<file path="config.mk">
export PLATFORM = sky130hd
export DESIGN_NAME = instr_issue_queue
export DESIGN_NICKNAME = d
export VERILOG_FILES = /design/src/rtl/instr_issue_queue.sv
export SDC_FILE = /design/constraint.sdc
export NUM_CORES = 1
export LEC_CHECK = 0
export ABC_AREA = 0
export CAP_MARGIN = 20
export CORE_ASPECT_RATIO = 2
export CORE_UTILIZATION = 56
export DETAILED_ROUTE_END_ITERATION = 10
export PLACE_DENSITY_LB_ADDON = 0.2
export SYNTH_ARGS = -nofsm -noshare
export SYNTH_HDL_FRONTEND = slang
export SYNTH_SLANG_ARGS = --single-unit
</file>
<file path="constraint.sdc">
create_clock -name i_clk -period 5.7 [get_ports i_clk]
set_clock_uncertainty 0.1 [all_clocks]
set_input_delay 1.71 -clock i_clk [delete_from_list [all_inputs] [get_ports i_clk]]
set_output_delay 1.71 -clock i_clk [all_outputs]
set_load 0.005 [all_outputs]
</file>
<file path="src/rtl/instr_issue_queue.sv">
// rtl/instr_issue_queue.sv - instruction issue queue packing decoded fields into a FWFT FIFO
module instr_issue_queue #(
    parameter int DEPTH = 4,
    parameter int CNT_W = 8
) (
    input  logic                       i_clk,
    input  logic                       i_rst,
    input  logic                       i_flush,
    input  logic                       i_req_valid,
    output logic                       o_req_ready,
    input  logic [2:0]                 i_req_op,
    input  logic [2:0]                 i_req_dest,
    input  logic [2:0]                 i_req_src,
    output logic [8:0]                 o_instruction,
    output logic                       o_instr_valid,
    input  logic                       i_instr_ready,
    output logic [$clog2(DEPTH):0]     o_level,
    output logic [CNT_W-1:0]           o_issued_count
);

    localparam int PTR_W = $clog2(DEPTH);
    localparam int LVL_W = PTR_W + 1;
    localparam logic [LVL_W-1:0] FULL_LEVEL = LVL_W'(DEPTH);

    logic [8:0]       r_mem [DEPTH];
    logic [PTR_W-1:0] r_wr_ptr;
    logic [PTR_W-1:0] r_rd_ptr;
    logic [LVL_W-1:0] r_level;
    logic [CNT_W-1:0] r_issued_count;

    logic       w_req_ready;
    logic       w_instr_valid;
    logic       w_push;
    logic       w_pop;
    logic [8:0] w_packed;

    // Handshake qualifiers; both come only from registered occupancy, so a pop
    // never frees a slot for a push in the same cycle.
    always_comb begin
        w_req_ready   = (r_level != FULL_LEVEL);
        w_instr_valid = (r_level != '0);
        w_push        = i_req_valid & w_req_ready & ~i_flush & ~i_rst;
        w_pop         = w_instr_valid & i_instr_ready & ~i_flush & ~i_rst;
        w_packed      = {i_req_op, i_req_dest, i_req_src};
    end

    // Entry storage; contents are never reset, occupancy tracking guards reads.
    always_ff @(posedge i_clk) begin
        if (w_push) begin
            r_mem[r_wr_ptr] <= w_packed;
        end
    end

    // Pointer, occupancy and issue counter update; reset beats flush beats traffic.
    always_ff @(posedge i_clk) begin
        if (i_rst) begin
            r_wr_ptr       <= '0;
            r_rd_ptr       <= '0;
            r_level        <= '0;
            r_issued_count <= '0;
        end else if (i_flush) begin
            r_wr_ptr <= '0;
            r_rd_ptr <= '0;
            r_level  <= '0;
        end else begin
            if (w_push) begin
                r_wr_ptr <= r_wr_ptr + PTR_W'(1);
            end
            if (w_pop) begin
                r_rd_ptr       <= r_rd_ptr + PTR_W'(1);
                r_issued_count <= r_issued_count + CNT_W'(1);
            end
            if (w_push && !w_pop) begin
                r_level <= r_level + LVL_W'(1);
            end else if (w_pop && !w_push) begin
                r_level <= r_level - LVL_W'(1);
            end
        end
    end

    // Head presentation: first-word-fall-through, zero when nothing is queued.
    always_comb begin
        o_req_ready    = w_req_ready;
        o_instr_valid  = w_instr_valid;
        o_instruction  = w_instr_valid ? r_mem[r_rd_ptr] : 9'h000;
        o_level        = r_level;
        o_issued_count = r_issued_count;
    end

endmodule
</file>
# Yosys cells after proc, flatten, opt, wreduce, memory -nomap -nowiden

Memories as Yosys holds them, arrays and structs flattened. A register that Yosys moved wholly into a read port is not among the register bits.
Cells that the tools add are included.

$add $sub $neg: 5
Multipliers: 0
Div/mod/pow operators: 0
$lt $le $gt $ge: 0
Eq/ne operators: 1
Shifts and indexed selects: 0
Multiplexer cells: 7
Bitwise operators: 8
Reduce and logical (&&, ||, !) cells: 8

Operators with widths:

| operator              | count |
|---|---|
| $mux W9               | 1 |
| $add A8 B1 Y8 const B | 1 |
| $and A1 B1 Y1         | 6 |
| $mux W3               | 2 |
| $add A2 B1 Y2 const B | 2 |
| $mux W2               | 2 |
| $add A3 B1 Y3 const B | 1 |
| $ne A3 B3 Y1 const B  | 1 |
| $reduce_bool A3 Y1    | 1 |
| $sub A3 B1 Y3 const B | 1 |
| $logic_and A1 B1 Y1   | 2 |
| $logic_not A1 Y1      | 2 |
| $mux W1               | 2 |
| $not A1 Y1            | 2 |
| $reduce_and A2 Y1     | 1 |
| $reduce_bool A2 Y1    | 1 |
| $reduce_or A2 Y1      | 1 |

Register bits after elaboration: 15
Latch bits: 0
RAM bits: 36
ROM bits: 0
Input bits: 14
Logic and storage cells: 34
Memories kept: 1

Memory list:

| name  | words | width | read ports | clocked after memory_dff | wr ports | RTL line | RTL |
|---|---|---|---|---|---|---|---|
| r_mem | 4     | 9     | 1          | 1                        | 1        | 25       | `logic [8:0] r_mem [DEPTH];` |

# Depth between registers and ports, before layout

Gate-level depths: netlist of run 1.

Depth after elaboration: 8
Mapped depth: 9

# Least setup slack after synthesis of run 1

Ideal clock, no wire load.

Path kind: input to register
Start point: in i_rst
End point: reg r_level[2] (netlist: o_level[2])
Library setup time: 0.070 ns
Arrival: 3.640 ns
Setup slack: 1.890 ns
Cell stages on the path: 9
Buffers on the path: 1
Path through: or2_2 -> clkbuf_1 -> nor3_1 -> ha_1 -> inv_1 -> fa_1 -> xor2_1 -> or3_1 -> a21oi_1

Longest elaborated chain between the ends: 5

Ends and longest elaborated chain:

| item                         | RTL line | RTL |
|---|---|---|
| start, declared              | 7        | `input logic i_rst,` |
| $not A1 Y1 *                 | 42       | `w_push = i_req_valid & w_req_ready & ~i_flush & ~i_rst;` |
| $and A1 B1 Y1 *              | 42       |  |
| via w_push                   | 33       | `logic w_push;` |
| $logic_not A1 Y1             | 75       | `end else if (w_pop && !w_push) begin` |
| $logic_and A1 B1 Y1          | 75       |  |
| $reduce_bool A2 Y1 (no line) | --       |  |
| end signal, assigned         | 74       | `r_level <= r_level + LVL_W'(1);` |
| end signal, assigned         | 76       | `r_level <= r_level - LVL_W'(1);` |
| end, declared                | 28       | `logic [LVL_W-1:0] r_level;` |

Mark *: on every way through the listed nets, which the timed path passes. The rest lies on a longest branch.
A chain may end at the register's enable or synchronous reset.

# Worst setup path after layout of run 1

Ends and elaborated chain as after synthesis.

==> results of run 1 <==
routing by layer:
metal  routed length, um  part of all wire
met1                1410              0.36
met2                2330              0.59
met3                 117             0.030
met4                  74             0.019
met5                   0                 0
per-stage QoR:
step	setup WS, ns	hold slack, ns
finish	1.34	0.409
floorplan	1.89	0.381
global placement	1.20	0.391
detailed placement	1.02	0.412
CTS	1.34	0.424
global route	1.10	0.444
path summary, 6_finish.rpt:
| kind | to | from | slack, ns | cells after the start |
|---|---|---|---|---|
| max | o_level[2] | i_rst | 1.34 | 9 |
| min | o_issued_count[6] | o_issued_count[6] | 0.41 | 2 |
| max reg2reg | o_level[2] | o_level[1] | 3.12 | 10 |
| min reg2reg | o_issued_count[6] | o_issued_count[6] | 0.41 | 2 |
kinds of logic (layout without fill, tap and decap cells):
kind of cell,after synthesis,in the layout,share of synthesized area
flops,53,53,0.633
simple gates,44,44,0.125
compound gates,22,22,0.0585
buf+inv,15,51,0.0290
mux,12,12,0.105
fa+ha+maj,7,7,0.0423
xor+xnor,2,2,0.00780
registers in the layout, indices dropped and copies added (netlist names), named ones only:
signal	flops
o_level	3
o_issued_count	8
r_wr_ptr	2
r_rd_ptr	2
r_mem	36
power by group:
group,internal (W),leakage (nW),switching [W]
sequential,0.000414,0.462,0.00000257
combinational,0.0000232,0.398,0.0000201
clock,0.000128,0.0540,0.000112
total,0.000564,0.914,0.000135
cells in the final DEF (no fill, tap or decap), types with 2 or more instances in the layout:
| master | n |
|---|---|
| dfxtp_1 | 17 |
| o21ai_0 | 7 |
| o311ai_0 | 2 |
| nor3b_1 | 2 |
| edfxtp_1 | 36 |
| nand3_1 | 5 |
| nor2b_1 | 2 |
| and2_1 | 13 |
| nand4_1 | 2 |
| nor2_1 | 4 |
| or4_1 | 2 |
| clkdlybuf4s50_1 | 35 |
| mux4_2 | 9 |
| o31ai_1 | 2 |
| mux2_1 | 2 |
| a21oi_1 | 9 |
| ha_1 | 6 |
| or3_1 | 4 |
| clkbuf_8 | 5 |
| xor2_1 | 2 |
| nand2_1 | 3 |
| inv_1 | 8 |
critical path, stage by stage:
cell and delay (ns):
clkdlybuf4s50_1 0.61, or2_2 0.47, nor3_1 0.38, ha_1 0.26
inv_1 0.06, fa_1 0.37, xor2_1 0.17, or3_1 0.33
a21oi_1 0.15
cell type report:
cell class / count / area (um2) / area share
repair buffers: 36 / 358 / 0.131
multi-input cells: 87 / 761 / 0.278
well taps: 51 / 63.8 / 0.0233
flip-flops and latches: 53 / 1420 / 0.519
clock buffers: 5 / 68.8 / 0.0251
inverters: 8 / 30.0 / 0.0110
clock inverters: 2 / 35.0 / 0.0128
==> results.sh, run 1 <==
export IMPL_outcome="completed"
export IMPL_slew_headroom=0.597
export IMPL_power_density_nw_per_um2=255
export IMPL_n_fill_cell=282
export IMPL_synth_most_common_cell="edfxtp_1"
export IMPL_clock_path_buffers=2
export IMPL_fmax_ghz=0.229
export IMPL_ys_types=34
export IMPL_report_final_slew_viol_count=0
export IMPL_fin_cells=242
export IMPL_hold_viol=0
export IMPL_grt_pass1_wl_um=6380
export IMPL_antenna_found_initial=0
export IMPL_via_per_inst=5.62
export IMPL_num_vias=1360
export IMPL_grtUsageTotal=0.211
export IMPL_clkTransAtPathRegs_ns=0.08
export IMPL_fin_total_pwr_w=0.000699
export IMPL_gr_total_overflow=0
export IMPL_clkSinkCount=53
export IMPL_cts_hold_buf=0
export IMPL_critPathRequiredTime_ns=5.83
export IMPL_post_cts_buffers=0
export IMPL_vdd_ir_drop_worst_uv=319
export IMPL_insertedDiodeCount=0
export IMPL_yosys_top_cells_count="edfxtp_1, dfxtp_1, and2_1"
export IMPL_die_h_um=91.6
export IMPL_placed_cell_area_um2=2630
export IMPL_final_nets=212
export IMPL_synth_warnings=0
export IMPL_cts_resized=0
export IMPL_dpl_cell_count=235
export IMPL_hp_class="flip-flop to flip-flop"
export IMPL_p_leak_nw=0.914
export IMPL_synth_edff_count=36
export IMPL_tightest_slew_ns=0.603
export IMPL_area_growth_pct=21.8
export IMPL_antenna_left=0
export IMPL_start_util=0.585
export IMPL_dieArea_um2=4290
export IMPL_busiest_layer="met2"
export IMPL_period_needed_ns=4.36
export IMPL_grt_max_degree=16
export IMPL_ys_seq_area_frac=0.633
export IMPL_cp_start_kind="input port"
export IMPL_grt_use_met2=0.378
export IMPL_final_util=0.712
export IMPL_port_buffers=35
export IMPL_setup_viol=0
export IMPL_cts_buffers_inserted=5
export IMPL_wl_per_cell_um=16.3
export IMPL_rsz0062_at_grt="no"
export IMPL_firstDrtPassIters=4
export IMPL_ios=36
export IMPL_coreArea_um2=3840
export IMPL_fin_area_um2=2740
export IMPL_drv_cap=0
export IMPL_critical_path_arrival_ns=4.49
export IMPL_drive_above_1_share=0.110
export IMPL_worstSkewPairLatency_ns=0.30
export IMPL_cts_max_level=2
export IMPL_synth_top_cell_area_share=0.481
export IMPL_die_width_um=46.8
export IMPL_tns_ns=0
export IMPL_grt_pass1_vias=1393
export IMPL_endpoint_kind="flip-flop"
export IMPL_routed_wl_um=3940
export IMPL_syn_inst=155
export IMPL_place_congestion=0.660
export IMPL_synth_top_cell_by_area="edfxtp_1"
export IMPL_drc=0
export IMPL_syn_nets=176
export IMPL_grt_use_met1=0.227
export IMPL_synthTopCellsByArea="edfxtp_1, dfxtp_1, mux4_2"
export IMPL_drt_initial_drc_count=11
export IMPL_use_met3=0.0358
export IMPL_root_buffer="clkbuf_8"
export IMPL_fin_crit_sh=0.765
export IMPL_worst_setup_path_type="input port to flip-flop"
export IMPL_core_rowCount=32
export IMPL_hpwlAfterDp_um=2890
export IMPL_crit_fanout=13
export IMPL_synth_avg_cell_area_um2=14.5
export IMPL_cts_tree="done"
export IMPL_async_reset_ff_frac=0
export IMPL_synth_seq_cells=53
export IMPL_synth_flop_cell="edfxtp_1"
export IMPL_syn_area_um2=2250
Power figures use the tool's default switching activity.
==> run 2: changes to the inputs <==
Settings changed: CORE_UTILIZATION 56 to 47.
Clock period 5.7 ns to 3.52 ns, I/O delays scaled along.
==> results.sh, run 2 (synthesis results as in run 1) <==
export IMPL_firstDrtPassIters=4
export IMPL_rrSetupSlack_ns=1.18
export IMPL_post_cts_buffers=0
export IMPL_routed_wl_um=4170
export IMPL_worstSkewPairLatency_ns=0.30
export IMPL_slew_headroom=0.677
export IMPL_cts_tree="done"
export IMPL_placed_cell_area_um2=2680
export IMPL_max_stage_delay_ns=0.45
export IMPL_path_cells="clkdlybuf4s50_1 -> or2_2 -> nor3_1 -> ha_1 -> inv_1 -> fa_1 -> xor2_1 -> or3_1 -> a21oi_1"
export IMPL_wl_per_cell_um=16.5
export IMPL_root_buffer="clkbuf_8"
export IMPL_dieArea_um2=5080
export IMPL_coreArea_um2=4600
export IMPL_power_frac_seq=0.615
export IMPL_wl_met1_um=1490
export IMPL_power_density_nw_per_um2=394
export IMPL_drive_above_1_share=0.136
export IMPL_clkTransAtPathRegs_ns=0.09
export IMPL_start_util=0.489
export IMPL_top_register="r_mem"
export IMPL_largest_register_ff_count=36
export IMPL_drv_cap=0
export IMPL_ios=36
export IMPL_port_buffers=35
export IMPL_crit_fanout=4
export IMPL_outcome="completed"
export IMPL_cts_hold_buf=0
export IMPL_fin_area_um2=2780
export IMPL_via_per_inst=5.47
export IMPL_endpoint_kind="flip-flop"
export IMPL_grt_pass1_vias=1471
export IMPL_cp_slowest_cell="clkdlybuf4s50_1"
export IMPL_antenna_found_initial=0
export IMPL_grt_pass1_wl_um=6830
export IMPL_worst_setup_path_type="input port to flip-flop"
export IMPL_met3WireLength_um=94
export IMPL_die_width_um=50.9
export IMPL_hp_class="flip-flop to flip-flop"
export IMPL_setup_viol=0
export IMPL_wl_met2_um=2500
export IMPL_place_ws_ns=0.0465
export IMPL_clkPwrFrac=0.317
export IMPL_fin_crit_sh=0.895
export IMPL_cts_resized=0
export IMPL_die_h_um=99.8
export IMPL_rsz0062_at_grt="no"
export IMPL_tightest_slew_ns=0.485
export IMPL_worst_slack_ns=0.370
export IMPL_period_needed_ns=3.15
export IMPL_p_sw_w=0.000224
export IMPL_clock_path_buffers=2
export IMPL_critPathRequiredTime_ns=3.64
export IMPL_critical_path_arrival_ns=3.27
export IMPL_core_rowCount=35
export IMPL_grtUsageTotal=0.185
export IMPL_num_vias=1383
export IMPL_cts_max_level=2
export IMPL_switching_share=0.205
export IMPL_cp_start_kind="input port"
export IMPL_vdd_ir_drop_worst_uv=310
export IMPL_hpwlAfterDp_um=3090
export IMPL_final_nets=218
export IMPL_grt_max_degree=17
export IMPL_area_growth_pct=23.6
export IMPL_drc=0
export IMPL_cts_buffers_inserted=5
export IMPL_gr_total_overflow=0
export IMPL_report_final_slew_viol_count=0
export IMPL_drt_initial_drc_count=17
export IMPL_p_leak_nw=0.935
export IMPL_place_congestion=0.721
export IMPL_power_frac_comb=0.068
export IMPL_final_common_cell="edfxtp_1"
export IMPL_insertedDiodeCount=0
export IMPL_hold_viol=0
export IMPL_fmax_ghz=0.317
export IMPL_holdWs_ns=0.398
export IMPL_clkSinkCount=53
export IMPL_antenna_left=0
export IMPL_tns_ns=0
export IMPL_p_int_w=0.000871
export IMPL_highest_layer="met4"
export IMPL_most_common_layout_cells="edfxtp_1, clkdlybuf4s50_1, dfxtp_1, and2_1"
run 2: cell types whose count changed in the layout (fill, tap and decap cells not counted):
cell,before,now
buf_4,1,7
bufinv_16,1,0
clkbuf_1,0,1
clkbuf_8,5,6
clkinv_2,1,0
clkinvlp_4,0,1
run 2: per-stage QoR:
step	cells	util	total power (W)
floorplan	155	-	0.000719
global placement	245	0.584	0.000760
detailed placement	245	0.584	0.000764
CTS	253	0.604	0.00111
global route	253	0.604	0.00113
finish	253	0.604	0.00110
run 2: power groups by stage:
stage               combinational [W]  clock (W)  sequential, W
floorplan                   0.0000317          0       0.000687
global placement            0.0000730          0       0.000687
detailed placement          0.0000756          0       0.000688
CTS                         0.0000760   0.000355       0.000674
global route                0.0000820   0.000372       0.000675
finish                      0.0000744   0.000347       0.000674
run 2: path summary, 6_finish.rpt:
path / depth (start not counted) / start / endpoint
max: 9 / i_flush / o_level[2]
min: 2 / o_issued_count[6] / o_issued_count[6]
max reg2reg: 10 / o_level[1] / o_level[2]
min reg2reg: 2 / o_issued_count[6] / o_issued_count[6]
run 2: worst max-delay path: cells and delay by family:
| kind | cells | cell delay, ns |
|---|---|---|
| simple gates | 3 | 0.81 |
| fa+ha+maj | 2 | 0.59 |
| xor+xnor | 1 | 0.16 |
| buf+inv | 2 | 0.51 |
| compound gates | 1 | 0.15 |
run 2: final cells by class:
cell class,count,area [um2]
clock buffers,7,86.3
clock inverters,1,7.51
fillers,380,1820
inverters,8,30.0
multi-input cells,87,761
flip-flops and latches,53,1420
well taps,55,68.8
repair buffers,42,403
run 2: routing by layer:
layer / track usage / vias up
met5: 0 / -
met4: 0.0812 / 0
met3: 0.0182 / 7
met2: 0.372 / 29
met1: 0.178 / 679
li1: - / 668
==> run 3: changes to the inputs <==
Settings changed: CORE_UTILIZATION 47 to 52.
Clock period 3.52 ns to 3.5 ns, I/O delays scaled along.
==> results.sh, run 3 (synthesis results as in run 1) <==
export IMPL_outcome="completed"
export IMPL_area_growth_pct=23.6
export IMPL_p_leak_nw=0.942
export IMPL_drt_initial_drc_count=13
export IMPL_gr_total_overflow=0
export IMPL_final_nets=218
export IMPL_post_cts_buffers=0
export IMPL_power_density_nw_per_um2=396
export IMPL_die_width_um=48.5
export IMPL_most_common_layout_cells="edfxtp_1, clkdlybuf4s50_1, dfxtp_1, and2_1"
export IMPL_die_h_um=95.0
export IMPL_holdPathStages=2
export IMPL_cts_buffers_inserted=5
export IMPL_wl_per_cell_um=15.7
export IMPL_clock_path_buffers=2
export IMPL_critPathRequiredTime_ns=3.64
export IMPL_dieArea_um2=4600
export IMPL_vdd_ir_drop_worst_uv=371
export IMPL_worst_setup_path_type="input port to flip-flop"
export IMPL_cp_start_kind="input port"
export IMPL_grt_pass1_wl_um=6280
export IMPL_grt_pass1_vias=1329
export IMPL_num_vias=1389
export IMPL_firstDrtPassIters=4
export IMPL_ios=36
export IMPL_coreArea_um2=4130
export IMPL_reg2reg_depth=10
export IMPL_fin_total_pwr_w=0.00110
export IMPL_fin_crit_sh=0.893
export IMPL_tns_ns=0
export IMPL_hpwlAfterDp_um=2930
export IMPL_setup_viol=0
export IMPL_drive_above_1_share=0.141
export IMPL_drc=0
export IMPL_tightest_slew_ns=0.482
export IMPL_insertedDiodeCount=0
export IMPL_largest_register_ff_count=36
export IMPL_grt_max_degree=17
export IMPL_hold_viol=0
export IMPL_start_util=0.544
export IMPL_cts_hold_buf=0
export IMPL_port_buffers=35
export IMPL_antenna_left=0
export IMPL_antenna_found_initial=0
export IMPL_clkSinkCount=53
export IMPL_cts_resized=0
export IMPL_report_final_slew_viol_count=0
export IMPL_fmax_ghz=0.320
export IMPL_final_common_cell="edfxtp_1"
export IMPL_n_fill_cell=313
export IMPL_rsz0062_at_grt="no"
export IMPL_crit_fanout=4
export IMPL_endpoint_kind="flip-flop"
export IMPL_cts_max_level=2
export IMPL_critical_path_arrival_ns=3.26
export IMPL_hp_class="flip-flop to flip-flop"
export IMPL_core_rowCount=33
export IMPL_drv_cap=0
export IMPL_routed_wl_um=3920
export IMPL_worstSkewPairLatency_ns=0.30
export IMPL_root_buffer="clkbuf_8"
export IMPL_top_register="r_mem"
export IMPL_clkTransAtPathRegs_ns=0.09
export IMPL_place_congestion=0.745
export IMPL_grtUsageTotal=0.189
export IMPL_slew_headroom=0.679
export IMPL_cts_tree="done"
export IMPL_via_per_inst=5.56
export IMPL_period_needed_ns=3.13
[run 3: cell types whose count changed in the layout (fill, tap and decap cells not counted), sizes merged]
cell	previous run	this run
clkinv	0	2
clkbuf	7	6
clkinvlp	1	0
[run 3: worst paths after layout]
kind                                   startpoint                end  slack, ns
worst min-delay path            o_issued_count[6]  o_issued_count[6]       0.40
worst min register to register  o_issued_count[6]  o_issued_count[6]       0.40
worst max-delay path                      i_flush         o_level[2]       0.37
worst max register to register         o_level[1]         o_level[2]       1.18
[run 3: critical path, stage by stage]
cell and delay (ns):
clkdlybuf4s50_1 0.45, or2_2 0.30, nor3_1 0.21, ha_1 0.22, inv_1 0.06, fa_1 0.37
xor2_1 0.16, or3_1 0.30, a21oi_1 0.14
[run 3: area by class of cell]
class                           count  area [um2]  area share
Sequential cell                    53        1420       0.512
Multi-Input combinational cell     87         761       0.274
Timing Repair Buffer               42         403       0.145
Clock buffer                        6        82.6      0.0297
Tap cell                           52        65.1      0.0234
Inverter                            8        30.0      0.0108
Clock inverter                      2        13.8     0.00496
[run 3: power by group]
part           leakage [nW]  internal, W  switching [W]
combinational         0.428    0.0000414      0.0000335
sequential            0.462     0.000674     0.00000387
clock                0.0512     0.000160       0.000186
[run 3: through the flow]
stage / util / cell area [um2] / hold WS [ns] / setup WS (ns) / cells
CTS: 0.672 / 2780 / 0.403 / 0.349 / 250
floorplan: - / 2250 / 0.381 / 0.350 / 155
detailed placement: 0.649 / 2680 / 0.387 / 0.0348 / 242
global route: 0.672 / 2780 / 0.434 / 0.277 / 250
global placement: 0.649 / 2680 / 0.392 / 0.125 / 242
finish: 0.672 / 2780 / 0.401 / 0.374 / 250
[run 3: routing by layer]
metal | vias up | global-route usage | part of all wire
met3 | 6 | 0.0338 | 0.033
met2 | 34 | 0.366 | 0.57
li1 | 669 | - | -
met5 | - | 0 | 0
met4 | 0 | 0.0980 | 0.021
met1 | 680 | 0.186 | 0.37
